### src/rtl/lsu_byte_sequencer.sv
// Load/store byte sequencer: splits CPU byte/half/word accesses into single-byte
// cache transactions, assembling load bytes little-endian and extending the result.
module lsu_byte_sequencer #(
  parameter int ADDR_W = 32,
  parameter int DATA_W = 32
) (
  input  logic              clk_i,
  input  logic              rst_i,
  input  logic              req_valid_i,
  input  logic              req_wen_i,
  input  logic [1:0]        req_size_i,
  input  logic              req_unsigned_i,
  input  logic [ADDR_W-1:0] req_addr_i,
  input  logic [DATA_W-1:0] req_wdata_i,
  output logic              stall_o,
  output logic              resp_valid_o,
  output logic [DATA_W-1:0] resp_rdata_o,
  output logic              cache_valid_o,
  output logic              cache_wen_o,
  output logic [ADDR_W-1:0] cache_addr_o,
  output logic [7:0]        cache_wdata_o,
  input  logic              cache_ready_i,
  input  logic [7:0]        cache_rdata_i
);

  localparam logic [1:0] IDLE   = 2'd0;
  localparam logic [1:0] ACCESS = 2'd1;
  localparam logic [1:0] DONE   = 2'd2;

  logic [1:0]        state;
  logic [1:0]        k;
  logic [1:0]        last;
  logic              wen;
  logic              uns;
  logic [ADDR_W-1:0] base_addr;
  logic [DATA_W-1:0] store_data;
  logic [DATA_W-1:0] assembly;
  logic              in_access;
  logic              in_done;

  // Extend the assembled value from its top valid byte (last = N-1).
  function automatic logic [DATA_W-1:0] extend(input logic [DATA_W-1:0] a,
                                               input logic [1:0] n_last,
                                               input logic is_uns);
    logic signed [7:0]  sb;
    logic signed [15:0] sh;
    sb = a[7:0];
    sh = a[15:0];
    case (n_last)
      2'd0:    extend = is_uns ? {24'b0, a[7:0]}  : DATA_W'(sb);
      2'd1:    extend = is_uns ? {16'b0, a[15:0]} : DATA_W'(sh);
      default: extend = a;
    endcase
  endfunction

  function automatic logic [1:0] size_to_last(input logic [1:0] size);
    case (size)
      2'b00:   size_to_last = 2'd0;
      2'b01:   size_to_last = 2'd1;
      default: size_to_last = 2'd3;
    endcase
  endfunction

  always_ff @(posedge clk_i) begin
    if (rst_i) begin
      state    <= IDLE;
      k        <= 2'd0;
      assembly <= '0;
    end else begin
      case (state)
        IDLE: begin
          if (req_valid_i) begin
            state    <= ACCESS;
            k        <= 2'd0;
            assembly <= '0;
          end
        end
        ACCESS: begin
          if (cache_ready_i) begin
            if (!wen) assembly[{k, 3'b000} +: 8] <= cache_rdata_i;
            if (k == last) state <= DONE;
            else           k     <= k + 2'd1;
          end
        end
        DONE:    state <= IDLE;
        default: state <= IDLE;
      endcase
    end
  end

  // Request attributes are only observed while ACCESS/DONE gate them, so no reset.
  always_ff @(posedge clk_i) begin
    if (state == IDLE && req_valid_i) begin
      wen        <= req_wen_i;
      uns        <= req_unsigned_i;
      last       <= size_to_last(req_size_i);
      base_addr  <= req_addr_i;
      store_data <= req_wdata_i;
    end
  end

  assign in_access = (state == ACCESS);
  assign in_done   = (state == DONE);

  assign stall_o       = (state == IDLE && req_valid_i) || in_access;
  assign cache_valid_o = in_access;
  assign cache_wen_o   = in_access && wen;
  assign cache_addr_o  = in_access ? base_addr + ADDR_W'(k) : '0;
  assign cache_wdata_o = in_access ? store_data[{k, 3'b000} +: 8] : 8'h00;
  assign resp_valid_o  = in_done;
  assign resp_rdata_o  = (in_done && !wen) ? extend(assembly, last, uns) : '0;

endmodule

### config.mk
export PLATFORM = sky130hd
export DESIGN_NAME = lsu_byte_sequencer
export DESIGN_NICKNAME = d
export VERILOG_FILES = /design/src/rtl/lsu_byte_sequencer.sv
export SDC_FILE = /design/constraint.sdc
export NUM_CORES = 1
export LEC_CHECK = 0
export BUFFER_PORTS_ARGS = -buffer_cell sky130_fd_sc_hd__buf_2
export CAP_MARGIN = 20
export CORE_UTILIZATION = 53
export CTS_BUF_LIST = sky130_fd_sc_hd__clkbuf_8
export DETAILED_ROUTE_END_ITERATION = 12
export PLACE_DENSITY = 0.82
export SETUP_SLACK_MARGIN = 0.5
export SYNTH_ARGS = -nofsm -noshare
export SYNTH_HDL_FRONTEND = slang
export SYNTH_SLANG_ARGS = --single-unit
### constraint.sdc
create_clock -name clk_i -period 5.28 [get_ports clk_i]
set_clock_uncertainty 0.15 [all_clocks]
set_input_delay 0.528 -clock clk_i [delete_from_list [all_inputs] [get_ports clk_i]]
set_output_delay 0.528 -clock clk_i [all_outputs]
set_load 0.05 [all_outputs]
Yosys cells after proc, flatten, opt, wreduce, memory -nomap -nowiden
Cells that the tools add are included.
Word-level totals
  register bits after elaboration: 104
  bits in latches: 0
  RAM bits: 0
  ROM bits: 0
  output and inout bits: 76
  memories kept: 0
Operators by class
  add/subtract/negate cells: 3
  multipliers: 0
  divide/modulo/power cells: 0
  magnitude comparators: 0
  equality and inequality tests: 10
  shifts and indexed selects: 3
  mux-type cells: 20
  bitwise logic cells: 0
  reduce and logical (&&, ||, !) cells: 12
Operators by type and width (number)
  $mux 32: 7
  $pmux 32 s2: 2
  $add 32x2->32: 1
  $bwmux 32: 1
  $shift 8x7->32 const A: 1
  $shiftx 32x6->8: 1
  $shiftx 8x7->32: 1
  $mux 2: 6
  $pmux 2 s2: 3
  $mux 8: 1
  $ne 2x2->1 const B: 4
  $reduce_and 4->1: 2
  $neg 5->7: 1
  $eq 2x1->1 const B: 3
  $logic_not 2->1: 3
  $logic_and 1x1->1: 3
  $reduce_and 3->1: 1
  $add 2x1->2 const B: 1
  $eq 2x2->1: 1
  $eq 2x2->1 const B: 1
  $ne 2x1->1 const B: 1
  $reduce_bool 2->1: 1
  $logic_not 1->1: 1
  $logic_or 1x1->1: 1

Depth between registers and ports, before layout
  word-level depth: 6
  gate-level depth with buffers: 8

Worst setup path before layout
No wires, ideal clock.
  path kind: input-to-reg
  start: in req_valid_i
  end: reg base_addr[0], enable pin
  setup time: 0.495 ns
  data arrival time: 3.514 ns
  setup slack: 1.121 ns
  stages: 2
  cells stage by stage: nand2b_1 > nor2_1
Between the ends
  cells in the longest elaborated chain, start to end: 1
Ends and longest elaborated chain
  from (decl): line 9  | input logic req_valid_i,
  $logic_and 1x1->1: line 93  | if (state == IDLE && req_valid_i) begin
  to (signal assigned): line 97  | base_addr <= req_addr_i;
  to (decl): line 35  | logic [ADDR_W-1:0] base_addr;
Every way passes these cells.
A chain may end at the register's enable or synchronous reset.

Final worst setup path
  start: reg k[1]
  end: out cache_addr_o[28]
Between the ends
  cells in the longest elaborated chain, start to end: 2
Ends and longest elaborated chain
  from (decl): line 31  | logic [1:0] k;
  from (signal assigned): line 82  | else k <= k + 2'd1;
  $add 32x2->32: line 108  | assign cache_addr_o = in_access ? base_addr + ADDR_W'(k) : '0;
  $mux 32: line 108
  to (decl): line 20  | output logic [ADDR_W-1:0] cache_addr_o,
Every way passes these cells.

==> results.md <==
Floorplanning:
- The die covers approximately 0.01 mm².
- The chip width is 100.5 µm.
- The y dimension of the die is 100.5 µm.
- In this run the core area contains 35 standard-cell rows.
- The initial standard-cell utilization of the core is 55.13%.
- The total area inside the core boundary comes to 0.009328 mm².
- between 150 and 200 I/O pins were placed.

Pwr:
- Sequential cells burn 56.1% of the power.
- In this run, the combinational gates consume ~16% of the power.
- Internal power comes to between 1 and 1.5 mW.
- The clock network is responsible for between 20% and 30% of the overall power.
- In this run switching power makes up 29.67% of total power.
- The switching component of the power is 497.0 µW.
- VDD sags by at most roughly 0.00016 V.
- The static leakage is 2.365 nW.
- In this run the power density over the cells is 269.3 mW/mm².

Placement:
- Buffers placed on the I/O ports in this run total 155.
- The placed cell area is ~0.006 mm².
- Detailed placement finished with a half-perimeter wire length of 8599 µm.
- Routability-driven placement finished with a final weighted congestion of 0.9189.
- The worst setup timing slack at the placement stage is approximately 1.6 ns.
- The cell count after placement is 755.

Setup path:
- The worst register-to-register path begins at k[1]$_SDFFE_PP0P_.
- The category of the worst setup path capture point is an output port.
- The worst register-to-register path ends at assembly[17]$_SDFFE_PP0P_.
- The largest fanout on the critical path is 15.
- The required time of the critical path is 4.60 ns.
- The reg2reg setup slack is 2.57 ns.
- The logic depth of the worst register-to-register path is 6.
- Broken down by cell family, the worst path's largest delay share belongs to simple AND/OR/NAND/NOR gates.
- The critical path crosses 6 cells after its start point.
- The data arrival at the endpoint of the critical path is 3.41 ns.
- The number of buffers and inverters on the critical path is 1.
- The largest incremental delay on the critical path is 0.80 ns.
- The worst setup path is launched from a flop.
- The slowest stage cell on the critical path is sky130_fd_sc_hd__dfxtp_1.
- Walking the worst path, the cells encountered are fa_1, nand4_1, or4_1, or3_1, a21oi_1, buf_2.
- The category of the most critical setup path is flop to output port.

Finish:
- From synthesis to final layout, the design area changed by 20.92%.
- The number of diodes added for antenna fixing is 0.
- In the layout the commonest cells are sky130_fd_sc_hd__buf_2, sky130_fd_sc_hd__a21oi_1, sky130_fd_sc_hd__edfxtp_1.
- Once layout is done, the placed cells without fillers occupy just over 0.006 mm².
- The final standard cell count with taps included and fillers excluded is 772.
- In the final design database the tool counted 725 nets.
- The most common cell after layout, fill and taps aside is sky130_fd_sc_hd__buf_2.
- After filler insertion, the fill cell instance count of the layout stands at 713.
- In the final layout, the share of cells above drive strength 1 is a little under a third.

CTS:
- The TritonCTS sink count is between 100 and 150.
- The clock transition time at the flip-flop clock pins of the worst setup and hold paths is about 0.11 ns.
- No sink is reached through more buffers than the 2 on the longest clock path.
- In this run the clock root is driven by a sky130_fd_sc_hd__clkbuf_8.
- The number of buffers added to fix hold violations after cts is 0.
- The number of resized instances in the post-cts repair step is 0.
- The clock tree synthesis step divided the H-tree into 3 levels.
- The number of clock buffers inserted by TritonCTS is 9.
- The number of setup buffers added after CTS is 0.
- TritonCTS built the clock tree.
- The worst-skew pair later-pin latency is 0.37 ns.

Timing:
- After routing, the total negative slack on setup checks comes to 0 ns.
- The number of pins exceeding their max-slew limit in the final report is 0.
- Across all hold checks on the routed design, the worst slack comes to approximately 0.17 ns.
- Subtracting the final worst setup slack from the clock period gives 4.090 ns.
- The total setup violations reported at the end of the flow is 0.
- Setup repair after global routing left no endpoint under its margin.
- Headroom to the max-slew limit came out at 41.78%.
- Across all setup checks in the final design, the least slack found is 1.190 ns.
- For the pin with the worst max-slew slack, the measured transition is 0.8666 ns.
- The number of hold-slack violations in the final timing report came to 0.
- The final period utilization is 77.46%.
- Derived from the worst setup path, the maximum achievable clock frequency is 244.5 MHz.

Yosys:
- The number of flip-flops and latches in the synthesized netlist is 104.
- After technology mapping, the gate count stands at 493.
- The number of enable-type register cells in the synthesized netlist is 68.
- The number of distinct library cell variants in the gate-level netlist after synthesis is 47.
- The share of the Yosys chip area taken by registers is 53.72%.
- The yosys synthesis warning count is 0.
- The post-synthesis net count is 580.
- The per-instance average area after synthesis is 10.43 µm².
- The adder and majority gate portion of the synthesized area is 1.849%.
- In the synthesized netlist, mux cells make up 4.501% of the area.
- The simple-gate share of the synthesized area is 22.19%.
- The post-synthesis compound-gate area fraction is between 10% and 20%.
- After synthesis the cells add up to 0.005142 mm².
- The post-synthesis async set-or-reset flop share is 0%.
- For this run, the leading register cell type out of synthesis is sky130_fd_sc_hd__edfxtp_1.
- Of the total synthesized cell area, the portion taken by XOR and XNOR cells is 2.384%.
- By area, the combinational part of the netlist is dominated by simple AND/OR/NAND/NOR gates.

Drt:
- The detail-routed net length per standard cell is 15.70 µm.
- In this run the remaining antenna-violating nets after routing total 0.
- The number of vias per cell after detailed routing is around 5.7.
- For this block, the routed nets add up to 12120 µm of wire.
- The detailed-route via count is between 4000 and 5000.
- The count of unresolved DRC violations after routing is 0.
- The uppermost layer routed is met4.
- The number of iterations in the first detailed-routing pass is 5.
- In this run, the number of DRC markers left after iteration 0 of detailed routing was 206.
- The met2 wirelength from detailed routing is 5909 µm.
- The total met3 wirelength after detailed routing is 789 µm.
- The detailed router put a total of 5110 µm of wire on met1.

Global routing:
- The pin count of the biggest net entering global routing is 62.
- The total track usage is approximately 25%.
- The number of antenna violations at the first check in global routing is 0.
- After global routing the overflow that remains totals 0.
- The number of global-route vias before repair is 4021.
- The wire length of the first global-routing pass is 19090 µm.

Worst hold path:
- The worst min-delay path category is primary input to flop.
- The startpoint identified for the worst hold timing path is req_wdata_i[24].
- The number of instances on the worst hold path is 1.
- The hold-critical path endpoint is store_data[24]$_DFFE_PP_.

Job:
- The tool flagged a number of max-cap violations equal to 0.

Outcome:
- The flow ran to the end, and the final reports show no timing, DRC or antenna violations.
## cells by family after synthesis
kind of cell,Yosys count
simple gates,196
fa+ha+maj,7
xor+xnor,14
buf+inv,53
flops,104
compound gates,106
mux,13
## metrics by stage
step                utilization, %  power, mW
floorplan                        -      1.137
CTS                          66.59      1.685
global placement             64.61      1.216
global route                 66.67      1.740
detailed placement           64.61      1.224
finish                       66.67      1.675
## cells in the mapped netlist, drive strengths merged (8+ instances only)
cell type	instances	area, µm²
dfxtp	36	720.7
nor2	23	86.33
and2	20	125.1
o21ai	16	80.07
a21oi	72	360.4
nor3	8	40.04
nand2b	38	237.7
edfxtp	68	2042
nand2	16	60.06
nand3	42	210.2
inv	24	90.09
nand4	8	65.06
nor4	8	68.82
xnor2	10	87.58
mux4	8	180.2
clkbuf	24	90.09
## state kept, by name, indices dropped and copies added, names as in the netlist
signal      cells
base_addr      32
assembly       32
state           2
uns             1
k               2
last            2
store_data     32
wen             1
## how the worst max path moves through the flow
stage	slack, ns	from	endpoint
after detailed placement	1.62	k[1]$_SDFFE_PP0P_	cache_addr_o[28]
after CTS	1.20	k[1]$_SDFFE_PP0P_	cache_addr_o[28]
after floorplan	1.12	req_valid_i	base_addr[0]$_DFFE_PP_
after global routing	1.01	k[1]$_SDFFE_PP0P_	cache_addr_o[28]
final	1.19	k[1]$_SDFFE_PP0P_	cache_addr_o[28]
after global placement	1.75	k[1]$_SDFFE_PP0P_	cache_addr_o[28]
## metal layers
metal | global-route usage (%) | up-vias
met5 | 0 | -
met2 | 40.04 | 199
met1 | 32.56 | 2062
met4 | 10.93 | 0
met3 | 4.161 | 26
li1 | - | 2087
## power by group through the flow
stage	sequential (mW)	clock [mW]	combinational, mW
after detailed placement	0.958	0	0.266
after CTS	0.940	0.478	0.267
after global placement	0.955	0	0.261
final	0.940	0.467	0.267
after global routing	0.945	0.509	0.285
after floorplan	0.948	0	0.189
## area by class of cell
cell class                 instances  area [µm²]  share of cell area [%]
sequential                       104        2763                   44.43
multi-input combinational        336        2185                   35.13
timing repair buffer             163       835.8                   13.44
tap                              129       161.4                   2.596
clock buffer                       9       123.9                   1.992
inverter                          24       90.09                   1.449
clock inverter                     7       60.06                  0.9658
Power figures use the tool's default switching activity.
